[src/rtl/wb_out_queue.sv]
// wb_out_queue
// Writeback-side egress for the vector register file. Writes aimed at
// register address 0 are diverted into a small show-ahead queue that an
// external consumer drains with a valid/ready handshake. All other writes
// pass straight through to the register-file write port.
//
// Ports:
//   clk, rstn            clock (posedge) and asynchronous active-low reset
//   wec, addrc, wdata_c  write request from execute (per-lane enables)
//   rf_wec, rf_addrc,
//   rf_wdata             register-file write port (combinational passthrough)
//   stall                queue full; the pipeline must hold address-0 writes
//   flush                synchronous queue clear (keeps the overflow flag)
//   out_valid, out_ready,
//   out_data, out_mask   head of the queue and its consumer handshake
//   count                queue occupancy, 0..2**WA_FIFO
//   overflow             sticky flag: an address-0 write was dropped while full
module wb_out_queue #(
  parameter int WIDTH_ADDR   = 4,
  parameter int WIDTH_VECTOR = 8,
  parameter int N            = 32,
  parameter int WA_FIFO      = 3
) (
  input  logic                                clk,
  input  logic                                rstn,
  input  logic [WIDTH_VECTOR-1:0]             wec,
  input  logic [WIDTH_ADDR-1:0]               addrc,
  input  logic [WIDTH_VECTOR-1:0][N-1:0]      wdata_c,
  output logic [WIDTH_VECTOR-1:0]             rf_wec,
  output logic [WIDTH_ADDR-1:0]               rf_addrc,
  output logic [WIDTH_VECTOR-1:0][N-1:0]      rf_wdata,
  output logic                                stall,
  input  logic                                flush,
  output logic                                out_valid,
  input  logic                                out_ready,
  output logic [WIDTH_VECTOR-1:0][N-1:0]      out_data,
  output logic [WIDTH_VECTOR-1:0]             out_mask,
  output logic [WA_FIFO:0]                    count,
  output logic                                overflow
);

  localparam int                  DEPTH     = 2 ** WA_FIFO;
  localparam logic [WA_FIFO:0]    CNT_FULL  = (WA_FIFO+1)'(DEPTH);
  localparam logic [WA_FIFO:0]    CNT_ONE   = (WA_FIFO+1)'(1);
  localparam logic [WA_FIFO-1:0]  PTR_ONE   = WA_FIFO'(1);

  logic [WIDTH_VECTOR-1:0][N-1:0] data_mem [DEPTH];
  logic [WIDTH_VECTOR-1:0]        mask_mem [DEPTH];

  logic [WA_FIFO-1:0] wptr_q, wptr_d;
  logic [WA_FIFO-1:0] rptr_q, rptr_d;
  logic [WA_FIFO:0]   count_q, count_d;
  logic               overflow_q, overflow_d;

  logic                           push_req;
  logic                           push_ok;
  logic                           pop;
  logic                           full;
  logic [WIDTH_VECTOR-1:0][N-1:0] masked_data;

  // Register-file passthrough: address-0 writes are suppressed here because
  // they go to the queue instead.
  always_comb begin
    rf_addrc = addrc;
    rf_wdata = wdata_c;
    rf_wec   = (addrc != '0) ? wec : '0;
  end

  // Lanes that are not enabled store zero so the consumer never sees stale data.
  always_comb begin
    masked_data = '0;
    for (int i = 0; i < WIDTH_VECTOR; i++) begin
      masked_data[i] = wec[i] ? wdata_c[i] : '0;
    end
  end

  always_comb begin
    full      = (count_q == CNT_FULL);
    out_valid = (count_q != '0);
    pop       = out_valid && out_ready;
    push_req  = (addrc == '0) && (|wec);
    // A full queue still takes a push when the head leaves in the same cycle.
    push_ok   = push_req && (!full || pop) && !flush;
  end

  always_comb begin
    wptr_d     = wptr_q;
    rptr_d     = rptr_q;
    count_d    = count_q;
    overflow_d = overflow_q;
    if (flush) begin
      wptr_d  = '0;
      rptr_d  = '0;
      count_d = '0;
    end else begin
      if (push_ok) wptr_d = wptr_q + PTR_ONE;
      if (pop)     rptr_d = rptr_q + PTR_ONE;
      if (push_ok && !pop)      count_d = count_q + CNT_ONE;
      else if (pop && !push_ok) count_d = count_q - CNT_ONE;
      if (push_req && full && !pop) overflow_d = 1'b1;
    end
  end

  always_ff @(posedge clk or negedge rstn) begin
    if (!rstn) begin
      wptr_q     <= '0;
      rptr_q     <= '0;
      count_q    <= '0;
      overflow_q <= 1'b0;
    end else begin
      wptr_q     <= wptr_d;
      rptr_q     <= rptr_d;
      count_q    <= count_d;
      overflow_q <= overflow_d;
    end
  end

  // Storage is deliberately not reset; the empty case is masked at the head.
  always_ff @(posedge clk) begin
    if (push_ok) begin
      data_mem[wptr_q] <= masked_data;
      mask_mem[wptr_q] <= wec;
    end
  end

  always_comb begin
    out_data = out_valid ? data_mem[rptr_q] : '0;
    out_mask = out_valid ? mask_mem[rptr_q] : '0;
    stall    = full;
    count    = count_q;
    overflow = overflow_q;
  end

endmodule

[config.mk]
export PLATFORM = sky130hd
export DESIGN_NAME = wb_out_queue
export DESIGN_NICKNAME = d
export VERILOG_FILES = /design/src/rtl/wb_out_queue.sv
export SDC_FILE = /design/constraint.sdc
export NUM_CORES = 2
export LEC_CHECK = 0
export CORE_MARGIN = 3
export CORE_UTILIZATION = 57
export DETAILED_ROUTE_END_ITERATION = 16
export HOLD_SLACK_MARGIN = 0.06
export PLACE_DENSITY = 0.8
export RECOVER_POWER = 100
export SYNTH_ARGS = -nofsm -noshare
export SYNTH_HDL_FRONTEND = slang
export SYNTH_SLANG_ARGS = --single-unit
[constraint.sdc]
create_clock -name clk -period 24.7 [get_ports clk]
set_input_delay 7.41 -clock clk [delete_from_list [all_inputs] [get_ports clk]]
set_output_delay 7.41 -clock clk [all_outputs]
set_load 0.005 [all_outputs]
; ---- Yosys cells after proc, flatten, opt, wreduce, memory -nomap -nowiden
; Memories as Yosys holds them, arrays and structs flattened.
; Index checks and enable logic that the tools add are counted.
[word_totals]
regBits = 11
mem_bits_rw = 2112
inputBits = 272
output_inout_bits = 539
word_cells = 53
mem_count = 2
[classes]
add_sub_neg = 4
eq_ne = 1
n_mux = 20
n_bitwise = 1
reduce_logical = 21
[memory_table]
columns = name, words, width, read_ports, rd_ports_with_merged_regs, wr, line
row1 = data_mem, 8, 256, 1, 0, 1, 47  ; logic [WIDTH_VECTOR-1:0][N-1:0] data_mem [DEPTH];
row2 = mask_mem, 8, 8, 1, 0, 1, 48  ; logic [WIDTH_VECTOR-1:0] mask_mem [DEPTH];
[op_table]
columns = operator, count
row1 = 256-bit two-way mux, 1
row2 = 32-bit two-way mux, 8
row3 = 8-bit two-way mux, 2
row4 = 3-bit two-way mux, 4
row5 = 4-bit two-way mux, 3
row6 = 1-bit logical AND, 8
row7 = 4-bit nonzero test, 2
row8 = 8-bit OR reduction, 1
row9 = "3-bit by 1-bit adder with 3-bit output, second input constant", 2
row10 = "4-bit by 1-bit adder with 4-bit output, second input constant", 1
row11 = "4-bit == test, second input constant", 1
row12 = 1-bit logical NOT, 4
row13 = 4-bit logical NOT, 1
row14 = 2-bit nonzero test, 2
row15 = "4-bit by 1-bit subtractor with 4-bit output, second input constant", 1
row16 = 3-bit nonzero test, 1
row17 = 1-bit two-way mux, 2
row18 = 2-bit AND reduction, 1
row19 = 1-bit logical OR, 1
row20 = 1-bit inverter, 1

; ---- Depth between registers and ports, before layout
[depth]
ltp_word = 10
ltp_mapped = 9
ltp_nobuf = 9

; ---- Least setup slack after synthesis
; Ideal clock, no wire load.
[synth_timing]
kind = in2reg
startpoint = input addrc[1]
endpoint = memory data_mem[0][0] in the netlist's numbering (enable)
setup_time_ns = 1.212
arrival_time_ns = 26.398
required_ns = 23.488
slack_ns = -2.910
cell_stages = 4
n_path_buf = 0
path_cell_list = nor4_4 > o21ai_4 > or4_1 > nor3_1
[synth_via]
elab_chain_cells = 6
[synth_rtl]
columns = element, line
row1 = "start, declared", 27  ; input logic [WIDTH_ADDR-1:0] addrc,
row2 = 4-bit logical NOT, 81  ; push_req = (addrc == '0) && (|wec);
row3 = 1-bit logical AND, 81
row4 = 1-bit logical AND (2 in a row), 83  ; push_ok = push_req && (!full || pop) && !flush;
row5 = 1-bit two-way mux, 120  ; if (push_ok) begin
row6 = 1-bit two-way mux (not written as such), 121  ; data_mem[wptr_q] <= masked_data;
row7 = "end, declared", 47
; No other way between the ends.

; ---- Worst setup path in the final report
[layout_timing]
startpoint = input wec[5]
endpoint = memory data_mem[4][43] in the netlist's numbering (enable)
[layout_via]
elab_chain_cells = 6
[layout_rtl]
columns = element, line
row1 = "start, declared", 26  ; input logic [WIDTH_VECTOR-1:0] wec,
row2 = 8-bit OR reduction, 81
row3 = 1-bit logical AND, 81
row4 = 1-bit logical AND (2 in a row), 83
row5 = 1-bit two-way mux, 120
row6 = 1-bit two-way mux (not written as such), 121
; No other way between the ends.

==> results.py <==
metrics = {
    "synthesis": {
        "synth-edff-count": 2112,
        "synthDistinctLibCells": 40,
        "synth_top_area_share_pct": 75.31,
        "syn_avg_cell_area_um2": 21.14,
        "ys_top_cells_by_area": "edfxtp_1 75%, mux4_2 14%, mux2i_1 3.2%",
        "synth_seq_area_share_pct": 75.64,
        "ys_ff_latch": 2123,
        "syn_inst": 3983,
        "synth_ff_type": "edfxtp_1",
        "synth_area_um2": 84210,
        "netlist.top_cell.by_area": "edfxtp_1",
        "ys_top_cells_by_count": "2112 x edfxtp_1, 528 x mux4_2, 280 x nor2_1",
        "yosys_warnings": 0,
        "synth.most_common_cell": "edfxtp_1",
        "ys_async_sr_fraction_pct": 0.5181,
        "synth_nets": 4260,
    },
    "power": {
        "vdd_ir_drop_max_uv": 160.5,
        "combPwrFrac_pct": 23.1,
        "internal-power_uw": 6717,
        "seqPwrFrac_pct": 44.0,
        "p_per_area_nw_per_um2": 91.95,
        "total_leakage_power_uw": 0.03087,
        "p_clk_share_pct": 32.9,
        "p_sw_share_pct": 26.07,
        "switching_power_uw": 2368,
    },
    "floorplan": {
        "die_h_um": 390.4,
        "rows": 140,
        "core_area_um2": 146300,
        "die_x_um": 390.4,
        "die_area_um2": 152400,
        "start_util_pct": 57.57,
        "ios": 811,
    },
    "route": {
        "drtAntennaViolNets": 0,
        "wl_per_cell_um": 28.90,
        "drt-pass1-iter-count": 5,
        "routed_wl_mm": 193.4,
        "drtIter0Drc": 3807,
        "vias": 41040,
        "drc": 0,
        "viasPerCell": 6.134,
    },
    "run": {
        "maxCapViolations": 50,
    },
    "cells_and_area": {
        "drive_gt1_share_pct": 17.53,
        "syn_to_final_growth_pct": 17.33,
        "stdcell_count": 6690,
        "nets": 4879,
        "final_area_um2": 98810,
    },
    "critical_path": {
        "start_kind": "input port",
        "critical_path_arrival_ns": 20.70,
        "cp_max_fo": 55,
        "worstPathRequired_ns": 25.12,
        "crit_type": "input port to register",
        "r2r_cells": 6,
        "end_kind": "register",
    },
    "clock_tree": {
        "clk_latency_ns": 0.82,
        "post-cts-setup-buffers": 0,
        "post_cts_resized": 0,
        "cts_tree": "yes",
        "clk_path_buf_depth": 3,
        "cts_root_buffer": "clkbuf_16",
        "cts-buffers-inserted": 202,
        "htree_levels": 4,
        "cts.sinks": 2123,
        "clkTransAtPathRegs_ns": 0.06,
        "holdBufCountCts": 0,
    },
    "sta": {
        "finalCriticalPeriod_ns": 20.28,
        "tightest_slew_ns": 9.236,
        "rsz0062_at_grt": "false",
        "drv_slew": 2348,
        "max_freq_mhz": 49.32,
        "setup_ws_ns": 4.423,
        "max_slew_margin_pct": -515.7,
        "finalSetupViolations": 0,
        "fin_crit_sh_pct": 82.09,
        "fin_worst_skew_ns": 0.04481,
        "setup_tns_ns": 0,
        "hold_viol_final": 0,
    },
    "global_routing": {
        "antenna_found_initial": 14,
        "grt_overflow": 0,
        "grt_max_degree": 173,
        "grt_pass1_vias": 44060,
        "track_usage_pct": 25.68,
        "grt_pass1_wl_mm": 287.1,
    },
    "place": {
        "portBuffers": 810,
        "pre_cts_ws_ns": 7.610,
        "placed_cells": 6315,
        "gp_congestion": 0.7416,
        "dp_hpwl_mm": 104.8,
        "dpl_cell_area_um2": 92590,
    },
    "status": {
        "outcome": "finished with violations",
        "violations": "capacitance limit, slew limit",
    },
    "min_path": {
        "min_path_type": "register to register",
        "min_path_cells": 1,
    },
}
[per-stage QoR]
| stage | power (uW) | utilization [%] | hold WS, ns |
|---|---|---|---|
| 6_report | 9085 | 67.55 | 0.4758 |
| 3_3_place_gp | 6258 | 63.30 | 0.4544 |
| 4_1_cts | 9271 | 67.71 | 0.4853 |
| 3_5_place_dp | 6278 | 63.30 | 0.4605 |
| 2_1_floorplan | 5223 | - | 0.4510 |
| 5_1_grt | 9417 | 67.55 | 0.5119 |
[layout by cell type (no fill, tap or decap), types with 9 or more instances in the layout]
| master | synthesis | layout |
|---|---|---|
| clkdlybuf4s50_1 | 0 | 271 |
| clkbuf_16 | 0 | 205 |
| edfxtp_1 | 2112 | 2112 |
| mux2i_1 | 268 | 268 |
| and2_0 | 0 | 259 |
| dlygate4sd3_1 | 0 | 534 |
| mux4_2 | 528 | 528 |
| bufinv_16 | 0 | 17 |
| clkinv_2 | 0 | 30 |
| clkinvlp_4 | 0 | 11 |
| buf_4 | 260 | 17 |
| nor2_1 | 280 | 279 |
| clkbuf_1 | 114 | 96 |
| clkinv_1 | 0 | 47 |
| nor2b_1 | 9 | 9 |
| dfrtp_1 | 11 | 9 |
[power groups by stage]
| stage | registers (uW) | clock network (uW) | logic, uW |
|---|---|---|---|
| after floorplan | 4060 | 0 | 1170 |
| after global placement | 4070 | 0 | 2180 |
| after detailed placement | 4080 | 0 | 2200 |
| after CTS | 4000 | 3040 | 2240 |
| after global routing | 4000 | 3170 | 2250 |
| final | 4000 | 2990 | 2100 |
[worst max-delay path, stage by stage]
cell and delay, ns:
dlygate4sd3_1 0.53, clkbuf_1 1.80, or4_1 0.38, o21ai_0 0.36
or4_1 0.75, nor2_1 2.31, clkbuf_1 2.94, clkbuf_1 2.93
buf_4 1.06
[state kept, by name, indices dropped and copies added (netlist names)]
register and count:
mask_mem 64, rptr_q 3, wptr_q 3, count 4, overflow 1, data_mem 2048
[per-layer routing]
| metal | vias to the layer above | GRT usage, % | wire length [um] |
|---|---|---|---|
| met1 | 21430 | 34.18 | 70440 |
| met2 | 2211 | 42.94 | 99160 |
| met5 | - | 0 | 51 |
| li1 | 17050 | - | - |
| met3 | 341 | 5.114 | 17670 |
| met4 | 8 | 8.904 | 6039 |
[final cells by class]
type                       count  area (um^2)
sequential                  2123        63700
fill                        8825        47460
multi-input combinational   1394        17740
timing repair buffer         878         8496
clock buffer                 253         5310
tap                         1917         2399
clock inverter               117         1132
antenna                        5        12.51
inverter                       3        11.26
[path summary, 6_finish.rpt]
check                              start                to  slack [ns]
worst min register to register  overflow          overflow        0.48
worst max-delay path              wec[5]   data_mem[4][43]        4.42
worst max register to register  count[0]  data_mem[1][136]       13.33
max in group asynchronous           rstn         rptr_q[1]       17.24
worst min-delay path            overflow          overflow        0.48
min in group asynchronous           rstn         rptr_q[2]        7.05
[logic make-up after synthesis]
logic type	count (synthesis)	share of synthesized area [%]
AOI/OAI and AO/OA	11	0.09211
and+or+nand+nor	575	3.474
DFF	2123	75.64
muxes	800	17.36
buffers and inverters	466	3.321
xor gates and xnor gates	3	0.03121
adders and majority gates	5	0.08321
Power figures use the tool's default switching activity.
